File: src/rtl/uart_rx_ctrl.sv
// UART receiver control front-end: frame config shadowing, 16x tick, RX FIFO.
// Ports: i_cfg_* host config in; o_par/o_d_num/o_s_num/o_sample_tick to the
// receiver; i_rx_* receiver frame in; o_rd_* / o_fifo_count / o_overrun host.
module uart_rx_ctrl #(
  parameter int DIV_W   = 16,
  parameter int DEF_DIV = 26,
  parameter int DEPTH   = 4
) (
  input  logic                     i_clk,
  input  logic                     i_reset,
  input  logic                     i_cfg_wr,
  input  logic [1:0]               i_cfg_par,
  input  logic                     i_cfg_d_num,
  input  logic                     i_cfg_s_num,
  input  logic [DIV_W-1:0]         i_cfg_div,
  output logic                     o_cfg_pending,
  output logic [1:0]               o_par,
  output logic                     o_d_num,
  output logic                     o_s_num,
  output logic                     o_sample_tick,
  input  logic                     i_rx_busy,
  input  logic                     i_rx_done,
  input  logic [7:0]               i_rx_dout,
  input  logic [2:0]               i_rx_err,
  input  logic                     i_rd_en,
  output logic [7:0]               o_rd_data,
  output logic [2:0]               o_rd_err,
  output logic                     o_rd_valid,
  output logic [$clog2(DEPTH):0]   o_fifo_count,
  output logic                     o_overrun,
  input  logic                     i_ovr_clr
);

  localparam int AW = $clog2(DEPTH);
  localparam int CW = AW + 1;

  typedef enum logic [1:0] {
    S_IDLE,
    S_PEND,
    S_APPLY
  } state_t;

  state_t           r_state;
  logic             r_pending;
  logic [1:0]       r_par;
  logic             r_d_num;
  logic             r_s_num;
  logic [DIV_W-1:0] r_div;
  logic [1:0]       r_sh_par;
  logic             r_sh_d_num;
  logic             r_sh_s_num;
  logic [DIV_W-1:0] r_sh_div;
  logic [DIV_W-1:0] r_cnt;

  logic             w_apply;
  logic             w_tick;

  // Config FSM: host writes land in the shadow and only reach the
  // receiver in the single APPLY cycle, when no frame is in flight.
  always_ff @(posedge i_clk) begin
    if (i_reset) begin
      r_state    <= S_IDLE;
      r_pending  <= 1'b0;
      r_par      <= 2'b00;
      r_d_num    <= 1'b1;
      r_s_num    <= 1'b0;
      r_div      <= DIV_W'(DEF_DIV);
      r_sh_par   <= 2'b00;
      r_sh_d_num <= 1'b1;
      r_sh_s_num <= 1'b0;
      r_sh_div   <= DIV_W'(DEF_DIV);
    end else begin
      unique case (r_state)
        S_IDLE: begin
          if (i_cfg_wr) begin
            r_sh_par   <= i_cfg_par;
            r_sh_d_num <= i_cfg_d_num;
            r_sh_s_num <= i_cfg_s_num;
            r_sh_div   <= i_cfg_div;
            r_pending  <= 1'b1;
            r_state    <= S_PEND;
          end
        end
        S_PEND: begin
          if (i_cfg_wr) begin
            r_sh_par   <= i_cfg_par;
            r_sh_d_num <= i_cfg_d_num;
            r_sh_s_num <= i_cfg_s_num;
            r_sh_div   <= i_cfg_div;
          end else if (!i_rx_busy && !i_rx_done) begin
            r_state <= S_APPLY;
          end
        end
        S_APPLY: begin
          r_par   <= r_sh_par;
          r_d_num <= r_sh_d_num;
          r_s_num <= r_sh_s_num;
          r_div   <= r_sh_div;
          if (i_cfg_wr) begin
            r_sh_par   <= i_cfg_par;
            r_sh_d_num <= i_cfg_d_num;
            r_sh_s_num <= i_cfg_s_num;
            r_sh_div   <= i_cfg_div;
            r_state    <= S_PEND;
          end else begin
            r_pending <= 1'b0;
            r_state   <= S_IDLE;
          end
        end
        default: begin
          r_pending <= 1'b0;
          r_state   <= S_IDLE;
        end
      endcase
    end
  end

  assign w_apply = (r_state == S_APPLY);

  // Restarting the count on APPLY keeps a shrinking divisor from
  // leaving the counter stranded above the new terminal value.
  always_ff @(posedge i_clk) begin
    if (i_reset) begin
      r_cnt <= '0;
    end else if (w_apply) begin
      r_cnt <= '0;
    end else if (r_cnt == r_div) begin
      r_cnt <= '0;
    end else begin
      r_cnt <= r_cnt + DIV_W'(1);
    end
  end

  assign w_tick = (r_cnt == r_div) && !w_apply;

  assign o_cfg_pending = r_pending;
  assign o_par         = r_par;
  assign o_d_num       = r_d_num;
  assign o_s_num       = r_s_num;
  assign o_sample_tick = w_tick;

  logic [10:0]   r_mem [DEPTH];
  logic [AW-1:0] r_wptr;
  logic [AW-1:0] r_rptr;
  logic [CW-1:0] r_count;
  logic          r_overrun;

  logic          w_full;
  logic          w_empty;
  logic          w_pop;
  logic          w_push;
  logic [10:0]   w_head;

  assign w_full  = (r_count == CW'(DEPTH));
  assign w_empty = (r_count == '0);
  assign w_pop   = i_rd_en && !w_empty;
  // A pop in the same cycle frees the slot a full FIFO needs.
  assign w_push  = i_rx_done && (!w_full || w_pop);

  always_ff @(posedge i_clk) begin
    if (w_push) begin
      r_mem[r_wptr] <= {i_rx_err, i_rx_dout};
    end
  end

  always_ff @(posedge i_clk) begin
    if (i_reset) begin
      r_wptr  <= '0;
      r_rptr  <= '0;
      r_count <= '0;
    end else begin
      if (w_push) begin
        r_wptr <= r_wptr + AW'(1);
      end
      if (w_pop) begin
        r_rptr <= r_rptr + AW'(1);
      end
      unique case ({w_push, w_pop})
        2'b10:   r_count <= r_count + CW'(1);
        2'b01:   r_count <= r_count - CW'(1);
        default: r_count <= r_count;
      endcase
    end
  end

  // Set has priority so a drop in the clearing cycle is not lost.
  always_ff @(posedge i_clk) begin
    if (i_reset) begin
      r_overrun <= 1'b0;
    end else if (i_rx_done && w_full && !w_pop) begin
      r_overrun <= 1'b1;
    end else if (i_ovr_clr) begin
      r_overrun <= 1'b0;
    end
  end

  assign w_head       = r_mem[r_rptr];
  assign o_rd_data    = w_empty ? 8'h00 : w_head[7:0];
  assign o_rd_err     = w_empty ? 3'b000 : w_head[10:8];
  assign o_rd_valid   = !w_empty;
  assign o_fifo_count = r_count;
  assign o_overrun    = r_overrun;

endmodule

File: config.mk
export PLATFORM = sky130hd
export DESIGN_NAME = uart_rx_ctrl
export DESIGN_NICKNAME = d
export VERILOG_FILES = /design/src/rtl/uart_rx_ctrl.sv
export SDC_FILE = /design/constraint.sdc
export NUM_CORES = 1
export LEC_CHECK = 0
export ABC_AREA = 1
export CORE_MARGIN = 4
export CORE_UTILIZATION = 30
export DETAILED_ROUTE_END_ITERATION = 7
export HOLD_SLACK_MARGIN = 0.02
export PLACE_DENSITY = 0.6
export SYNTH_ARGS = -nofsm -noshare
export SYNTH_HDL_FRONTEND = slang
export SYNTH_SLANG_ARGS = --single-unit
File: constraint.sdc
create_clock -name i_clk -period 1.6 [get_ports i_clk]
set_input_delay 0.24 -clock i_clk [delete_from_list [all_inputs] [get_ports i_clk]]
set_output_delay 0.24 -clock i_clk [all_outputs]
set_load 0.01 [all_outputs]
== Word-level counts from Yosys, hierarchy flattened ==
Memory sizes are Yosys's and may differ from the RTL's. A register that Yosys moved wholly into a read port is not among the register bits.
Cells that the tools add are included.

* Output and inout port bits: 22
* Word-level logic and storage cells: 71
* Memories kept: 1
* Register bits after elaboration: 67
* Bits in writable memories: 44
* Bits of input ports: 38

* Reductions and logical operators: 22
* Add/subtract/negate cells: 5
* Bitwise logic cells: 1
* Equality and inequality tests: 10
* Mux-type cells: 17

{| class="wikitable"
|+ Memory list
! memory !! words !! width !! rd ports !! clocked after memory_dff !! wr ports !! line !! source
|-
| r_mem || 4 || 11 || 1 || 1 || 1 || 142 || <nowiki>logic [10:0] r_mem [DEPTH];</nowiki>
|}

{| class="wikitable"
|+ Operators with widths
! cell !! count
|-
| $add 16x1->16 const B || 1
|-
| $eq 16x16->1 || 1
|-
| $mux 2 || 5
|-
| $mux 8 || 1
|-
| $ne 2x2->1 const B || 4
|-
| $mux 1 || 7
|-
| $logic_and 1x1->1 || 6
|-
| $logic_not 1->1 || 6
|-
| $pmux 2 s3 || 1
|-
| $pmux 3 s2 || 1
|-
| $reduce_and 3->1 || 2
|-
| $reduce_or 3->1 || 2
|-
| $add 2x1->2 const B || 2
|-
| $eq 2x1->1 const B || 2
|-
| $eq 2x2->1 const B || 2
|-
| $reduce_bool 2->1 || 2
|-
| $add 3x1->3 const B || 1
|-
| $eq 3x3->1 const B || 1
|-
| $logic_not 3->1 || 1
|-
| $mux 3 || 1
|-
| $pmux 1 s3 || 1
|-
| $sub 3x1->3 const B || 1
|-
| $logic_not 2->1 || 1
|-
| $reduce_and 2->1 || 1
|-
| 2 further kinds || 2
|}

== Logic depth before layout (Yosys ltp) ==
Gate-level depths: netlist of the first run.

* Word-level depth: 7
* Mapped depth: 12
* Gate-level depth less buffers: 12

== Least setup slack after synthesis of the first run ==
Ideal clock, no wire load.

* Kind: register -> register
* Start: register r_count[2] (netlist: o_fifo_count[2])
* End: register r_count[2] (netlist: o_fifo_count[2])
* Library setup time: 115 ps
* Stages on the path, launching flop included: 13
* Buffers on the path: 0
* Data arrival time: 1586 ps
* Path slack: -101 ps
* Required time: 1485 ps
* Clock period less this slack: 1701 ps
* Cells stage by stage: dfxtp_1 -> inv_1 -> nand2_1 -> nand2_1 -> inv_2 -> nand2_1 -> fa_1 -> inv_1 -> nand3_1 -> nand2_1 -> nand3_1 -> nand2_1 -> nor2_1

* Word-level cells in the longest chain between the ends: 7
* Elaborated cells between the ends (all ways): 13
* Classes of those cells: add/sub: 2; eq/ne: 3; mux: 1; reduce/logical: 7

{| class="wikitable"
|+ RTL lines
! item !! line !! source
|-
| start, declared || 145 || <nowiki>logic [CW-1:0] r_count;</nowiki>
|-
| start signal, assigned || 179 || <nowiki>2'b10: r_count <= r_count + CW'(1);</nowiki>
|-
| start signal, assigned || 180 || <nowiki>2'b01: r_count <= r_count - CW'(1);</nowiki>
|-
| start signal, assigned || 181 || <nowiki>default: r_count <= r_count;</nowiki>
|-
| $logic_not 3->1 * || 155 || <nowiki>assign w_empty = (r_count == '0);</nowiki>
|-
| $logic_not 1->1 * || -- ||
|-
| net o_rd_valid || 28 || <nowiki>output logic o_rd_valid,</nowiki>
|-
| $logic_and 1x1->1 * || 156 || <nowiki>assign w_pop = i_rd_en && !w_empty;</nowiki>
|-
| $logic_or 1x1->1 || 158 || <nowiki>assign w_push = i_rx_done && (!w_full || w_pop);</nowiki>
|-
| $logic_and 1x1->1 || 158 ||
|-
| $eq 2x1->1 / $eq 2x2->1 (equally long branches) || 178 || <nowiki>unique case ({w_push, w_pop})</nowiki>
|-
| $pmux 3 s2 / $reduce_bool 2->1 (equally long branches) || -- ||
|}

The timed path passes the listed nets; every way through them passes the cells marked *.
A chain may end at the register's enable or synchronous reset.

==> flow_summary.json, run 1 <==
{
  "syn-cell-area_sq_um": 4790,
  "max_cap_violations": 0,
  "cts_max_path_buffers": 2,
  "cp_slowest_cell": "dfxtp_4",
  "first_pass_iters": 4,
  "synth-main-ff-cell": "dfxtp_1",
  "grt_pass1_vias": 4056,
  "slowest_delay_ns": 0.38,
  "syn_inst": 577,
  "critical_path_class": "flip-flop to primary output",
  "grt_overflow": 0,
  "async_flop_share_pct": 0,
  "worstPathRequired_ns": 1.36,
  "htree_levels": 4,
  "ios": 60,
  "num_antenna_cells": 0,
  "track_usage_pct": 13.2,
  "synth_top_area_share_pct": 28.9,
  "clkSlewWorstSetupHoldPaths_ns": 0.06,
  "synth_area_leaders": "dfxtp_1 29%, edfxtp_1 28%, nor2_1 10%, nand2_1 7.8%, o21ai_0 6.2%",
  "dpl.hpwl_mm": 7.74,
  "cp.buffers_inverters": 4,
  "final_layout_size_suffix_gt1_share_pct": 24.2,
  "min_path_type": "input port to flip-flop",
  "coreArea_sq_um": 15400,
  "crit_path_start_kind": "flip-flop",
  "numCtsBuffers": 17,
  "synth-edff-count": 44,
  "io_buffers": 59,
  "cts_tree": "done",
  "synth_top_area_cell": "dfxtp_1",
  "crit_family": "buffers and inverters",
  "grt_pass1_wl_mm": 18.7,
  "drt-total-wl_mm": 11.4,
  "fin_worst_skew_ns": 0.0104,
  "violations": "setup timing",
  "hold_path_end": "r_sh_d_num$_SDFFE_PP1P_",
  "fmax_ghz": 0.560,
  "ys_seq_area_share_pct": 56.5,
  "finalHoldViolCount": 0,
  "die_area_sq_um": 18000,
  "area_growth_syn_to_layout_pct": 43.9,
  "via_per_inst": 4.27,
  "drc": 0,
  "placed_cells": 892,
  "power_frac_seq_pct": 39.2,
  "power.share.switching_pct": 26.3,
  "maxSlewHeadroom_pct": 76.9,
  "end_kind": "primary output",
  "rsz0062_at_grt": "yes",
  "syn_nets": 621,
  "instances_no_fill": 941,
  "internal_power_uw": 6080,
  "clock_power_share_pct": 45.5,
  "leakage_uw": 0.00286,
  "cts_hold_buf": 0,
  "period_minus_slack_ns": 1.79,
  "syn-mean-instance-area_sq_um": 8.30,
  "ir_drop_mv": 0.703,
  "status": "finished, violations left",
  "clock_sinks": 113,
  "path_common_cell": "buf_6",
  "synth_cell_type_count": 25,
  "pwr-share-comb_pct": 15.3,
  "finalMaxSlewViolations": 0,
  "rr_endpoint": "o_fifo_count[2]$_SDFFE_PP0P_",
  "fin_ws_ns": -0.185,
  "num-nets-final": 761,
  "min_from": "i_cfg_d_num",
  "min_path_cells": 3,
  "p_per_area_nw_per_um2": 1200,
  "row_count": 45,
  "synth-seq-cells": 113,
  "worstPathMaxFanout": 3,
  "ant_nets": 0,
  "drt_iter0_markers": 141,
  "arrival_ns": 1.55,
  "r2r-start": "o_fifo_count[1]$_SDFFE_PP0P_",
  "antenna_found_initial": 0,
  "worstMarginPinSlew_ns": 0.344,
  "num_vias": 4016,
  "wire_per_inst_um": 12.2,
  "clk_root_buffer_cell": "clkbuf_16",
  "yosysWarnings": 0,
  "place_ws_ns": -0.224,
  "worstSkewPairLatency_ns": 0.41,
  "p_sw_uw": 2170,
  "die-width_um": 134,
  "start_util_pct": 31.0,
  "gp_congestion": 0.828,
  "r2r_slack_ns": 0.02,
  "finalSetupViolations": 12,
  "grt_max_degree": 41,
  "fin_crit_sh_pct": 112,
  "cp_cell_sequence": "clkinvlp_4 -> buf_6 -> buf_6 -> nor2_4 -> o21ai_1 -> a21oi_1 -> buf_2",
  "fp.dieH_um": 134,
  "r2r.worst_path.cells": 13
}
## synth_stat cells (3+ instances only)
library cell	number
a21oi_1	33
inv_2	5
nor3_1	3
nand4_1	4
clkbuf_1	14
buf_2	4
o211ai_1	3
nor2_2	8
ha_1	5
nor2_1	129
o21ai_0	59
nand2_1	99
xor2_1	10
dfxtp_1	69
nand3_1	16
edfxtp_1	44
inv_1	61
## cell usage in the layout, fill, tap and decap left out
cell type,n
inv_1,59
xnor2_1,1
buf_12,3
nand2_4,3
o21ai_1,13
a21oi_1,33
edfxtp_1,44
dfxtp_2,12
nand4_1,4
nor2_2,11
clkbuf_16,17
bufinv_16,2
dfxtp_4,2
nor3_2,1
o21ai_0,47
nor3_4,1
ha_1,5
nand2_1,95
nand3_1,13
fa_2,1
buf_2,12
buf_6,11
buf_4,69
dlygate4sd2_1,3
inv_2,6
dlymetal6s2s_1,1
clkinv_4,5
nor3_1,3
clkinvlp_4,3
clkdlybuf4s50_1,42
xor2_1,10
inv_8,1
nor2_4,4
nand3_2,3
dfxtp_1,55
nor2_1,122
nand2_2,4
inv_6,6
o211ai_1,3
## logic make-up (layout without fill, tap and decap cells)
kind of cell               count (synthesis)  after routing  share of synthesized area, %
AOI/OAI and AO/OA                         96             96                          10.2
xor gates and xnor gates                  11             11                          2.01
DFF                                      113            113                          56.5
buffers and inverters                     87            240                          7.27
and+or+nand+nor                          264            264                          22.3
adders and majority gates                  6              6                          1.73
## worst min-delay path: stages
cell and delay (ns):
clkdlybuf4s50_1 0.40, nand2_1 0.06, nand3_1 0.05
## power groups by stage
stage / sequential [uW] / combinational (uW) / clock [uW]
2_1_floorplan: 3280 / 567 / 0
3_3_place_gp: 3270 / 1180 / 0
3_5_place_dp: 3280 / 1210 / 0
4_1_cts: 3230 / 1210 / 3840
5_1_grt: 3250 / 1410 / 3990
6_report: 3230 / 1260 / 3750
## registers in the layout (all words and copies together) (netlist names), named ones only
name,count
o_par,2
r_sh_s_num,1
r_sh_par,2
r_state,2
r_cnt,16
r_rptr,2
o_fifo_count,3
r_div,16
r_mem,44
r_sh_d_num,1
o_overrun,1
o_d_num,1
o_s_num,1
r_sh_div,16
r_wptr,2
o_cfg_pending,1
## per-layer routing
metal | wire [um] | vias to the layer above | share of wire (%) | track usage, %
met5 | 0 | - | 0 | 0
met4 | 201 | 0 | 1.8 | 5.60
met3 | 524 | 17 | 4.6 | 3.49
met2 | 5490 | 88 | 48 | 22.3
met1 | 5230 | 1781 | 46 | 15.8
li1 | - | 2130 | - | -
## layout make-up
type / instances / area [sq um]
timing repair buffer: 141 / 1220
fill: 1523 / 8540
multi-input combinational: 377 / 1820
sequential: 113 / 2730
tap: 211 / 264
clock buffer: 17 / 425
inverter: 66 / 251
clock inverter: 15 / 175
timing repair inverter: 1 / 7.51
## how the worst max path moves through the flow
stage	depth (start not counted)	startpoint	to
finish	7	flip-flop	o_rd_data[2]
global route	7	flip-flop	o_rd_data[2]
CTS	7	flip-flop	o_rd_data[2]
detailed placement	11	i_rd_en	o_fifo_count[2]$_SDFFE_PP0P_
global placement	9	r_cnt[2]$_SDFF_PP0_	o_sample_tick
floorplan	12	o_fifo_count[0]$_SDFFE_PP0P_	o_fifo_count[2]$_SDFFE_PP0P_
## timing repair
action,CTS,global route
pin swaps,18,21
setup buffers,10,5
gates resized for setup,82,36
gates cloned,1,1
endpoints found under the setup margin,16,77
## metrics by stage
| stage | util (%) | hold slack [ns] | setup TNS [ns] | total power [uW] | instance area, sq um |
|---|---|---|---|---|---|
| detailed placement | 39.3 | 0.460 | -4.63 | 4490 | 6060 |
| finish | 44.6 | 0.392 | -1.62 | 8250 | 6890 |
| floorplan | - | 0.309 | 0 | 3850 | 4800 |
| CTS | 43.7 | 0.379 | -2.11 | 8270 | 6750 |
| global placement | 39.3 | 0.452 | -3.49 | 4450 | 6060 |
| global route | 44.6 | 0.408 | -3.44 | 8650 | 6890 |
(Power assumes the default switching activity.)
==> run 2, diff against run 1 <==
--- a/config.mk
+++ b/config.mk
@@ -10,7 +10,7 @@
 export CORE_UTILIZATION = 30
 export DETAILED_ROUTE_END_ITERATION = 7
 export HOLD_SLACK_MARGIN = 0.02
-export PLACE_DENSITY = 0.6
+export PLACE_DENSITY = 0.58
 export SYNTH_ARGS = -nofsm -noshare
 export SYNTH_HDL_FRONTEND = slang
 export SYNTH_SLANG_ARGS = --single-unit
==> constraint.sdc (replaced) <==
create_clock -name i_clk -period 2.3 [get_ports i_clk]
set_input_delay 0.345 -clock i_clk [delete_from_list [all_inputs] [get_ports i_clk]]
set_output_delay 0.345 -clock i_clk [all_outputs]
set_load 0.01 [all_outputs]
==> flow_summary.json, run 2 (synthesis gave the netlist of run 1 again) <==
{
  "p_per_area_nw_per_um2": 874,
  "period_minus_slack_ns": 2.24,
  "rsz0062_at_grt": "yes",
  "fmax_ghz": 0.447,
  "dpl.hpwl_mm": 7.42,
  "worstSkewPairLatency_ns": 0.41,
  "use_met3_pct": 2.85,
  "die_area_sq_um": 18000,
  "min_path_type": "flip-flop to flip-flop",
  "start_util_pct": 31.0,
  "critical_path_class": "flip-flop to primary output",
  "met1_usage_pct": 15.1,
  "met2_usage_pct": 20.3,
  "maxSlewHeadroom_pct": 43.8,
  "worstPathMaxFanout": 9,
  "num-nets-final": 692,
  "r2r.worst_path.cells": 12,
  "end_kind": "primary output",
  "ant_nets": 0,
  "top_usage_layer": "met2",
  "io_buffers": 59,
  "finalMaxSlewViolations": 0,
  "final_cell_mix": "128 x nor2_1, 99 x nand2_1, 66 x dfxtp_1",
  "r2r_slack_ns": 0.49,
  "track_usage_pct": 12.3,
  "fp.dieH_um": 134,
  "crit_path_end": "o_rd_err[0]",
  "largest_reg_flops": 44,
  "crit_path_start_kind": "flip-flop",
  "clk_root_buffer_cell": "clkbuf_16",
  "wire_per_inst_um": 12.1,
  "grt_max_degree": 31,
  "drt-total-wl_mm": 10.6,
  "drc": 0,
  "place_ws_ns": 0.111,
  "cts_tree": "done",
  "layout_commonest_cell": "nor2_1",
  "finalSetupViolations": 0,
  "power_uw": 5450,
  "status": "complete, no violations",
  "final_layout_size_suffix_gt1_share_pct": 10.4,
  "area_growth_syn_to_layout_pct": 30.2,
  "grt_pass1_wl_mm": 17.5,
  "cts_setup_buffers": 0,
  "finalHoldViolCount": 0,
  "instances_no_fill": 872,
  "first_pass_iters": 4,
  "final_area_sq_um": 6230,
  "grt_pass1_vias": 3673,
  "drt_iter0_markers": 138,
  "clkSlewWorstSetupHoldPaths_ns": 0.06,
  "cts_max_path_buffers": 2,
  "gp_congestion": 0.846,
  "numCtsBuffers": 17,
  "arrival_ns": 1.89,
  "grt_overflow": 0,
  "num_antenna_cells": 0,
  "fin_crit_sh_pct": 97.3,
  "fin_ws_ns": 0.0630,
  "dpl_cell_area_sq_um": 5640,
  "num_vias": 3801,
  "clock_sinks": 113,
  "coreArea_sq_um": 15400,
  "via_per_inst": 4.36,
  "rr_endpoint": "o_fifo_count[2]$_SDFFE_PP0P_",
  "ir_drop_mv": 0.503,
  "worstPathRequired_ns": 1.96,
  "fin_worst_skew_ns": 0.00576,
  "row_count": 45,
  "leakage_uw": 0.00249,
  "hold_ws_ns": 0.468,
  "htree_levels": 4,
  "r2r-start": "o_fifo_count[2]$_SDFFE_PP0P_",
  "worstMarginPinSlew_ns": 0.841,
  "regMostFlops": "r_mem",
  "max_cap_violations": 0,
  "placed_cells": 839,
  "antenna_found_initial": 0,
  "ios": 60,
  "die-width_um": 134
}
-- run 2: how the worst min path moves through the flow --
stage                             endpoint  cells after the start              startpoint
floorplan           o_overrun$_SDFFE_PP0P_                      1                 i_reset
global placement     r_div[0]$_SDFFE_PP0N_                      2   r_div[0]$_SDFFE_PP0N_
detailed placement    o_d_num$_SDFFE_PP1N_                      2    o_d_num$_SDFFE_PP1N_
CTS                              flip-flop                      2  r_rptr[1]$_SDFFE_PP0N_
global route                     flip-flop                      2  r_rptr[1]$_SDFFE_PP0N_
finish              o_overrun$_SDFFE_PP0P_                      2  o_overrun$_SDFFE_PP0P_
-- run 2: critical path: stages (launching register included) --
cell	delay, ns
dfxtp_2	0.36
inv_2	0.11
clkbuf_4	0.21
o21ai_0	0.10
a21oi_1	0.14
clkdlybuf4s50_1	0.56
-- run 2: repair_timing --
action,CTS,global route
resized for setup,12,6
hold buffers,0,0
endpoints found under the setup margin,12,8
endpoints found under the hold margin,0,0
gates cloned,1,0
-- run 2: power breakdown --
part	switching, uW	internal, uW	leakage, uW	total (uW)
combinational	411	334	0.00127	745
sequential	55.4	2190	0.000970	2240
clock	972	1490	0.000254	2460
-- run 2: layout make-up --
type,instances,area [sq um]
fill,1562,9190
sequential,113,2710
multi-input combinational,377,1740
timing repair buffer,73,711
clock buffer,17,425
tap,211,264
inverter,66,248
clock inverter,15,136
-- run 2: metrics by stage --
step,TNS [ns],util [%]
3_3_place_gp,0,36.6
4_1_cts,0,40.3
3_5_place_dp,0,36.6
5_1_grt,-0.247,40.4
6_report,0,40.4
2_1_floorplan,0,-
-- run 2: metal layers --
layer / vias to the layer above / part of all wire (%)
met3: 17 / 3.9
met2: 87 / 46
met1: 1708 / 48
met5: - / 0
met4: 0 / 2.1
li1: 1989 / -
